==> src/rtl/io_bus_ctrl.sv <==
// io_bus_ctrl: memory-mapped I/O bus controller between the CPU memory port
// and NUM_SLV peripheral channels. It decodes each access by base/mask
// compare, where the lowest matching index wins, and drives a one-hot
// en/ack handshake.
//
// Optional feature: define IO_TIMEOUT_EN to abort an ACCESS that sees no ack
// within TIMEOUT cycles. The abort is reported as a bus error.

module io_bus_ctrl #(
    parameter int unsigned ADDR_W  = 16,
    parameter int unsigned DATA_W  = 16,
    parameter int unsigned NUM_SLV = 4,
    parameter logic [NUM_SLV*ADDR_W-1:0] SLV_BASE = {16'hBF00, 16'hBF10, 16'h8000, 16'h0000},
    parameter logic [NUM_SLV*ADDR_W-1:0] SLV_MASK = {16'hFFF0, 16'hFFF0, 16'hC000, 16'h8000},
    parameter int unsigned TIMEOUT = 255
) (
    input  logic                      clk,
    input  logic                      rst,
    input  logic                      cpu_en_i,
    input  logic                      cpu_we_i,
    input  logic [ADDR_W-1:0]         cpu_addr_i,
    input  logic [DATA_W-1:0]         cpu_wdata_i,
    output logic [DATA_W-1:0]         cpu_rdata_o,
    output logic                      cpu_pause_o,
    output logic                      cpu_err_o,
    output logic [ADDR_W-1:0]         err_addr_o,
    output logic [NUM_SLV-1:0]        slv_en_o,
    output logic                      slv_we_o,
    output logic [ADDR_W-1:0]         slv_addr_o,
    output logic [DATA_W-1:0]         slv_wdata_o,
    input  logic [NUM_SLV*DATA_W-1:0] slv_rdata_i,
    input  logic [NUM_SLV-1:0]        slv_ack_i
);

    localparam int unsigned SEL_W = (NUM_SLV > 1) ? $clog2(NUM_SLV) : 1;

    typedef enum logic [1:0] {
        StIdle,
        StAccess,
        StDone,
        StErr
    } state_e;

    state_e              r_state;
    logic [SEL_W-1:0]    r_sel;
    logic [NUM_SLV-1:0]  r_slv_en;
    logic                r_we;
    logic [ADDR_W-1:0]   r_addr;
    logic [DATA_W-1:0]   r_wdata;
    logic [DATA_W-1:0]   r_rdata;
    logic                r_err;
    logic [ADDR_W-1:0]   r_err_addr;
`ifdef IO_TIMEOUT_EN
    localparam logic [7:0] TO_LAST = 8'(TIMEOUT - 1);
    logic [7:0]          r_cnt;
`endif

    logic                w_hit;
    logic [SEL_W-1:0]    w_sel;
    logic [NUM_SLV-1:0]  w_onehot;
    logic                w_ack;
    logic [DATA_W-1:0]   w_rdata;

    // Address decode: scan from the top down so the lowest matching index is kept last
    always_comb begin
        w_hit = 1'b0;
        w_sel = '0;
        for (int i = int'(NUM_SLV) - 1; i >= 0; i--) begin
            if ((cpu_addr_i & SLV_MASK[i*ADDR_W +: ADDR_W]) == SLV_BASE[i*ADDR_W +: ADDR_W]) begin
                w_hit = 1'b1;
                w_sel = SEL_W'(i);
            end
        end
        w_onehot = NUM_SLV'(1) << w_sel;
    end

    // Ack and read data of the selected channel only; other channels are ignored
    always_comb begin
        w_ack   = slv_ack_i[r_sel];
        w_rdata = slv_rdata_i[r_sel*DATA_W +: DATA_W];
    end

    // Main FSM with registered slave-side and CPU-side outputs
    always_ff @(posedge clk or negedge rst) begin
        if (!rst) begin
            r_state    <= StIdle;
            r_sel      <= '0;
            r_slv_en   <= '0;
            r_we       <= 1'b0;
            r_addr     <= '0;
            r_wdata    <= '0;
            r_rdata    <= '0;
            r_err      <= 1'b0;
            r_err_addr <= '0;
`ifdef IO_TIMEOUT_EN
            r_cnt      <= '0;
`endif
        end else begin
            r_err <= 1'b0;
            unique case (r_state)
                StIdle: begin
                    if (cpu_en_i) begin
                        r_we    <= cpu_we_i;
                        r_addr  <= cpu_addr_i;
                        r_wdata <= cpu_wdata_i;
                        if (w_hit) begin
                            r_sel    <= w_sel;
                            r_slv_en <= w_onehot;
`ifdef IO_TIMEOUT_EN
                            r_cnt    <= '0;
`endif
                            r_state  <= StAccess;
                        end else begin
                            r_err_addr <= cpu_addr_i;
                            r_err      <= 1'b1;
                            r_rdata    <= '0;
                            r_state    <= StErr;
                        end
                    end
                end
                StAccess: begin
                    if (w_ack) begin
                        if (!r_we) begin
                            r_rdata <= w_rdata;
                        end
                        r_slv_en <= '0;
                        r_state  <= StDone;
                    end
`ifdef IO_TIMEOUT_EN
                    // This cycle is the TIMEOUT-th without ack
                    else if (r_cnt == TO_LAST) begin
                        r_slv_en   <= '0;
                        r_err_addr <= r_addr;
                        r_err      <= 1'b1;
                        r_rdata    <= '0;
                        r_state    <= StErr;
                    end else begin
                        r_cnt <= r_cnt + 8'd1;
                    end
`endif
                end
                StDone:  r_state <= StIdle;
                StErr:   r_state <= StIdle;
                default: r_state <= StIdle;
            endcase
        end
    end

    // Pause is the only combinational output: request in IDLE, or waiting in ACCESS
    always_comb begin
        cpu_pause_o = ((r_state == StIdle) && cpu_en_i) || (r_state == StAccess);
    end

    assign cpu_rdata_o = r_rdata;
    assign cpu_err_o   = r_err;
    assign err_addr_o  = r_err_addr;
    assign slv_en_o    = r_slv_en;
    assign slv_we_o    = r_we;
    assign slv_addr_o  = r_addr;
    assign slv_wdata_o = r_wdata;

endmodule

==> config.mk <==
export PLATFORM = sky130hd
export DESIGN_NAME = io_bus_ctrl
export DESIGN_NICKNAME = d
export VERILOG_FILES = /design/src/rtl/io_bus_ctrl.sv
export SDC_FILE = /design/constraint.sdc
export NUM_CORES = 1
export LEC_CHECK = 0
export CORE_MARGIN = 5
export CORE_UTILIZATION = 43
export DETAILED_ROUTE_END_ITERATION = 12
export PLACE_DENSITY = 0.86
export REMOVE_ABC_BUFFERS = 1
export SKIP_CTS_REPAIR_TIMING = 1
export SLEW_MARGIN = 20
export SYNTH_ARGS = -nofsm -noshare
export SYNTH_HDL_FRONTEND = slang
export SYNTH_SLANG_ARGS = --single-unit
==> constraint.sdc <==
create_clock -name clk -period 3.9 [get_ports clk]
set_input_delay 0.585 -clock clk [delete_from_list [all_inputs] [get_ports clk]]
set_output_delay 0.585 -clock clk [all_outputs]
set_load 0.02 [all_outputs]
## Yosys cells after proc, flatten, opt, wreduce, memory -nomap -nowiden

Cells that the tools add are included.

| cells by class | value |
|---|---|
| reductions and logical operators | 12 |
| shift-type cells | 2 |
| mux-type cells | 26 |
| order comparisons | 1 |
| bitwise operators | 1 |
| equal/unequal tests | 11 |

Operators by type and width:

| cell | number |
|---|---|
| $mux W16 | 4 |
| $shiftx A64 B7 Y16 | 1 |
| $pmux W16 S2 | 1 |
| $eq A12 B12 Y1 const B | 2 |
| $logic_not A16 Y1 | 1 |
| $mux W2 | 7 |
| $mux W4 | 3 |
| $ne A2 B2 Y1 const B | 5 |
| $mux W1 | 8 |
| $pmux W4 S2 | 1 |
| $eq A2 B2 Y1 const B | 3 |
| $pmux W2 S3 | 1 |
| $reduce_and A3 Y1 | 2 |
| $reduce_and A5 Y1 | 1 |
| $reduce_and A2 Y1 | 2 |
| $reduce_and A4 Y1 | 1 |
| $shl A1 B2 Y4 const A | 1 |
| $lt A2 B3 Y1 const B | 1 |
| $bmux W1 S2 | 1 |
| $eq A2 B1 Y1 const B | 1 |
| $logic_not A2 Y1 | 1 |
| $reduce_bool A2 Y1 | 1 |
| $reduce_or A2 Y1 | 1 |
| $logic_and A1 B1 Y1 | 1 |
| other kinds (2) | 2 |

| storage, ports and cells | value |
|---|---|
| input bits | 104 |
| flip-flop bits (word level) | 74 |
| word-level logic and storage cells | 62 |

## Logic depth before layout (Yosys ltp)

| logic depth | value |
|---|---|
| depth after elaboration | 9 |
| gate-level depth with buffers | 6 |
| mapped depth without buffers | 3 |

## Worst setup path before layout

No wires, ideal clock.

| path | value |
|---|---|
| kind | input-to-reg |
| start | input cpu_en_i |
| end | register r_err_addr[10] (netlist: err_addr_o[10]) |
| path buffers | 2 |
| cell stages on the path | 5 |
| path slack | 1.954 ns |
| setup time | 0.125 ns |
| data arrival time | 1.821 ns |
| cells stage by stage | or3b_2 -> buf_2 -> nor2_8 -> buf_6 -> mux2_2 |

| on the way | value |
|---|---|
| word-level cells in the longest chain between the ends | 1 |

Ends and longest elaborated chain:

| item | RTL line | text |
|---|---|---|
| start, declared | 19 | `input logic cpu_en_i,` |
| $reduce_and A3 Y1 (no line) | -- |  |
| end signal, assigned | 114 | `r_err_addr <= cpu_addr_i;` |
| end, declared | 52 | `logic [ADDR_W-1:0] r_err_addr;` |

No other way between the ends.
A chain may end at the register's enable or synchronous reset.

## Final worst setup path

| path | value |
|---|---|
| start | input cpu_en_i |
| end | output cpu_pause_o |

| on the way | value |
|---|---|
| word-level cells in the longest chain between the ends | 2 |

Ends and longest elaborated chain:

| item | RTL line | text |
|---|---|---|
| $logic_and A1 B1 Y1 | 151 | `cpu_pause_o = ((r_state == StIdle) && cpu_en_i) \|\| (r_state == StAccess);` |
| $logic_or A1 B1 Y1 | 151 |  |
| end, declared | 24 | `output logic cpu_pause_o,` |

No other way between the ends.

==> impl_results.md <==
- Pre-antenna DRT Iters: 4
- Met2 wire len: approximately 4600 um
- Yosys warnings: 0
- Wire length per cell: 15.8 um
- Worst vdd rail ir drop: between 0.2 and 0.3 mV
- Pins Over Slew Limit: 0
- PwrDens: roughly 710 mW/mm^2
- Final period util: 0.630
- Slowest Stage Delay on Critical Path: roughly 640 ps
- HPWL Detailed: between 6000 and 7000 um
- DRC: 0
- Metal3 WL: ~950 um
- Worst-margin pin slew: approximately 900 ps
- Mapped Avg Cell Area: between 10 and 15 um^2
- Crit path DAT: ~1900 ps
- Peak Freq: ~410 MHz
- Hold Fails Final Rpt: 0
- Largest area contributor in the netlist: dfrtp_1
- CTS tree: done
- Routability congestion estimate: 0.802
- Crit path cell chain: clkdlybuf4s50_1 -> nor2_1 -> nor2_1 -> clkdlybuf4s50_1
- Clk_skew: about 9.7 ps
- Global route overflow: 0
- Met1 wire length: roughly 3400 um
- Post-Syn Instances: 297
- TritonCTS Buffers: 9
- Nets: roughly 570
- Final setup vio count: 0
- Pre-CTS setup slack: 1170 ps
- Placed Cells: between 500 and 600
- Number of max-cap violations: 0
- Distinct cells, synth: 26
- Fin crit period: around 2500 ps
- Total track usage: 0.187
- Initial antenna violation count: 0
- Cell Area, Synth: around 0.0034 mm^2
- Worst hold margin: between 300 and 400 ps
- Clock tree buffer depth: 2
- Worst Setup End Kind: output port
- Worst-path clk slew: 80 ps
- Port Buffers: 174
- H-Tree Depth: 3
- Multi-input combinational cell area: roughly 0.0013 mm^2
- Global-route wire length before repair: around 14000 um
- Clock Root Buffer: clkbuf_8
- Final non-filler cell total: 574
- Synth area leaders: dfrtp_1 55%, nand2_1 11%, mux4_2 7.3%
- # rows: 32
- Die Wd: about 100 um
- Worst path slowest cell: clkdlybuf4s50_1
- RSZ-0062 raised after global routing: false
- CTS sink cnt: 74
- Iteration-0 DRC Markers: ~60
- P_leak: around 2.5 nW
- Share of Yosys cell area claimed by the top area cell type: 0.548
- Starting Density: 0.439
- Placed cell areas: 0.00516 mm^2
- Critical path class: in -> out
- Status: finished clean
- WP data required: between 3000 and 4000 ps
- Worst setup margin: between 1000 and 1500 ps
- Relative slew slack: 0.399
- Worst min path class: in -> async
- Vias per inst: a little under 5
- Yosys reg bits: between 70 and 80
- IO Count: 175
- Layout cells sized above 1: 0.104
- Largest net degree at the start of global routing: 75
- FF+latch area: between 0.0015 and 0.002 mm^2
- Die area: between 0.009 and 0.01 mm^2
- Seq/Total Area, Yosys: 0.548
- Worst Setup Start Kind: input pin
- N_diodes: 0
- Via Count: 2815
- Die H: roughly 100 um
- Core Area: 0.00769 mm^2
- Uppermost layer routed: met4
- Fill cells: roughly 560
- Vias in the first global route: a little under 3000
- Drt total wl: approximately 9000 um
- Setup_tns: 0 ps
- Reg2Reg Depth: 3
- Post-route cell area: around 0.0053 mm^2
- Layout area overhead: 57.9%
- Clk Latency, worst-skew pair: about 340 ps
- Routed Antenna Nets: 0
- CP Max Fanout: 4
==> cells in the mapped netlist <==
library cell / count
nor2b_1: 1
a32oi_1: 2
mux2i_1: 16
nor2_1: 4
dfrtp_1: 74
o21ai_0: 19
mux2_2: 14
a21boi_0: 3
a22o_1: 1
clkbuf_1: 11
o22a_1: 1
inv_1: 20
buf_6: 3
clkbuf_2: 1
nand2b_1: 1
nand2_1: 99
buf_2: 2
buf_12: 1
mux4_2: 11
nor2_8: 1
nor3b_1: 1
or2_2: 2
o221ai_1: 1
mux4_1: 6
or3b_2: 1
or3b_1: 1
==> stage by stage <==
step / util / power, mW
floorplan: - / 2.32
global placement: 0.672 / 3.27
detailed placement: 0.672 / 3.34
CTS: 0.694 / 3.86
global route: 0.694 / 4.05
finish: 0.694 / 3.81
==> cell type report <==
cell class                      instances  share of cell area
Clock buffer                           10              0.0239
Clock inverter                          6             0.00798
Inverter                               20              0.0141
Multi-Input combinational cell        185               0.252
Sequential cell                        74               0.347
Tap cell                              102              0.0239
Timing Repair Buffer                  177               0.330
==> path summary, 6_finish.rpt <==
check                                           startpoint                          to  slack [ps]
worst max-delay path                              cpu_en_i                 cpu_pause_o        1440
worst min-delay path                                   rst   err_addr_o[7]$_DFFE_PN0P_         360
worst max register to register        r_sel[1]$_DFFE_PN0P_  cpu_rdata_o[8]$_DFFE_PN0P_        1510
worst min register to register  err_addr_o[14]$_DFFE_PN0P_  err_addr_o[14]$_DFFE_PN0P_         470
max in group asynchronous                              rst  cpu_rdata_o[7]$_DFFE_PN0P_        2940
min in group clk                err_addr_o[14]$_DFFE_PN0P_  err_addr_o[14]$_DFFE_PN0P_         470
==> metal layers <==
metal	vias up	global-route usage
li1	1333	-
met1	1341	0.203
met3	10	0.0821
met2	131	0.333
met4	0	0.0525
met5	-	0
==> flip-flops by register name (all words and copies together), names as in the netlist <==
| register | cells |
|---|---|
| r_sel | 2 |
| slv_en_o | 4 |
| slv_wdata_o | 16 |
| slv_we_o | 1 |
| cpu_err_o | 1 |
| r_state | 2 |
| err_addr_o | 16 |
| slv_addr_o | 16 |
| cpu_rdata_o | 16 |
==> worst max-delay path, delay by kind of cell <==
family | cells | cell delay (ps)
buffers and inverters | 2 | 1140
and+or+nand+nor | 2 | 160
==> cells by family (layout without fill, tap and decap cells) <==
kind of cell | Yosys count | in the layout | synth area share
multiplexers | 47 | 47 | 0.214
AO/OA/AOI/OAI | 27 | 27 | 0.0478
AND/OR/NAND/NOR | 111 | 111 | 0.135
buffers and inverters | 38 | 213 | 0.0548
flip-flops | 74 | 74 | 0.548
==> cell usage in the layout, fill, tap and decap left out, types with 2 or more instances in the layout <==
| master | instances |
|---|---|
| clkdlybuf4s50_1 | 173 |
| nand2_1 | 99 |
| dfrtp_1 | 74 |
| inv_1 | 20 |
| o21ai_0 | 19 |
| mux2i_1 | 16 |
| mux2_2 | 14 |
| mux4_2 | 11 |
| clkbuf_8 | 9 |
| mux4_1 | 6 |
| nor2_1 | 4 |
| buf_4 | 4 |
| a21boi_0 | 3 |
| a32oi_1 | 2 |
| or2_2 | 2 |
| clkinvlp_4 | 2 |
| clkinv_2 | 2 |
==> power by group <==
part / switching [mW] / internal (mW) / total (mW)
Clock: 0.282 / 0.232 / 0.514
Combinational: 0.998 / 0.988 / 1.99
Sequential: 0.202 / 1.11 / 1.31
Total: 1.48 / 2.33 / 3.81
(Power assumes the default switching activity.)
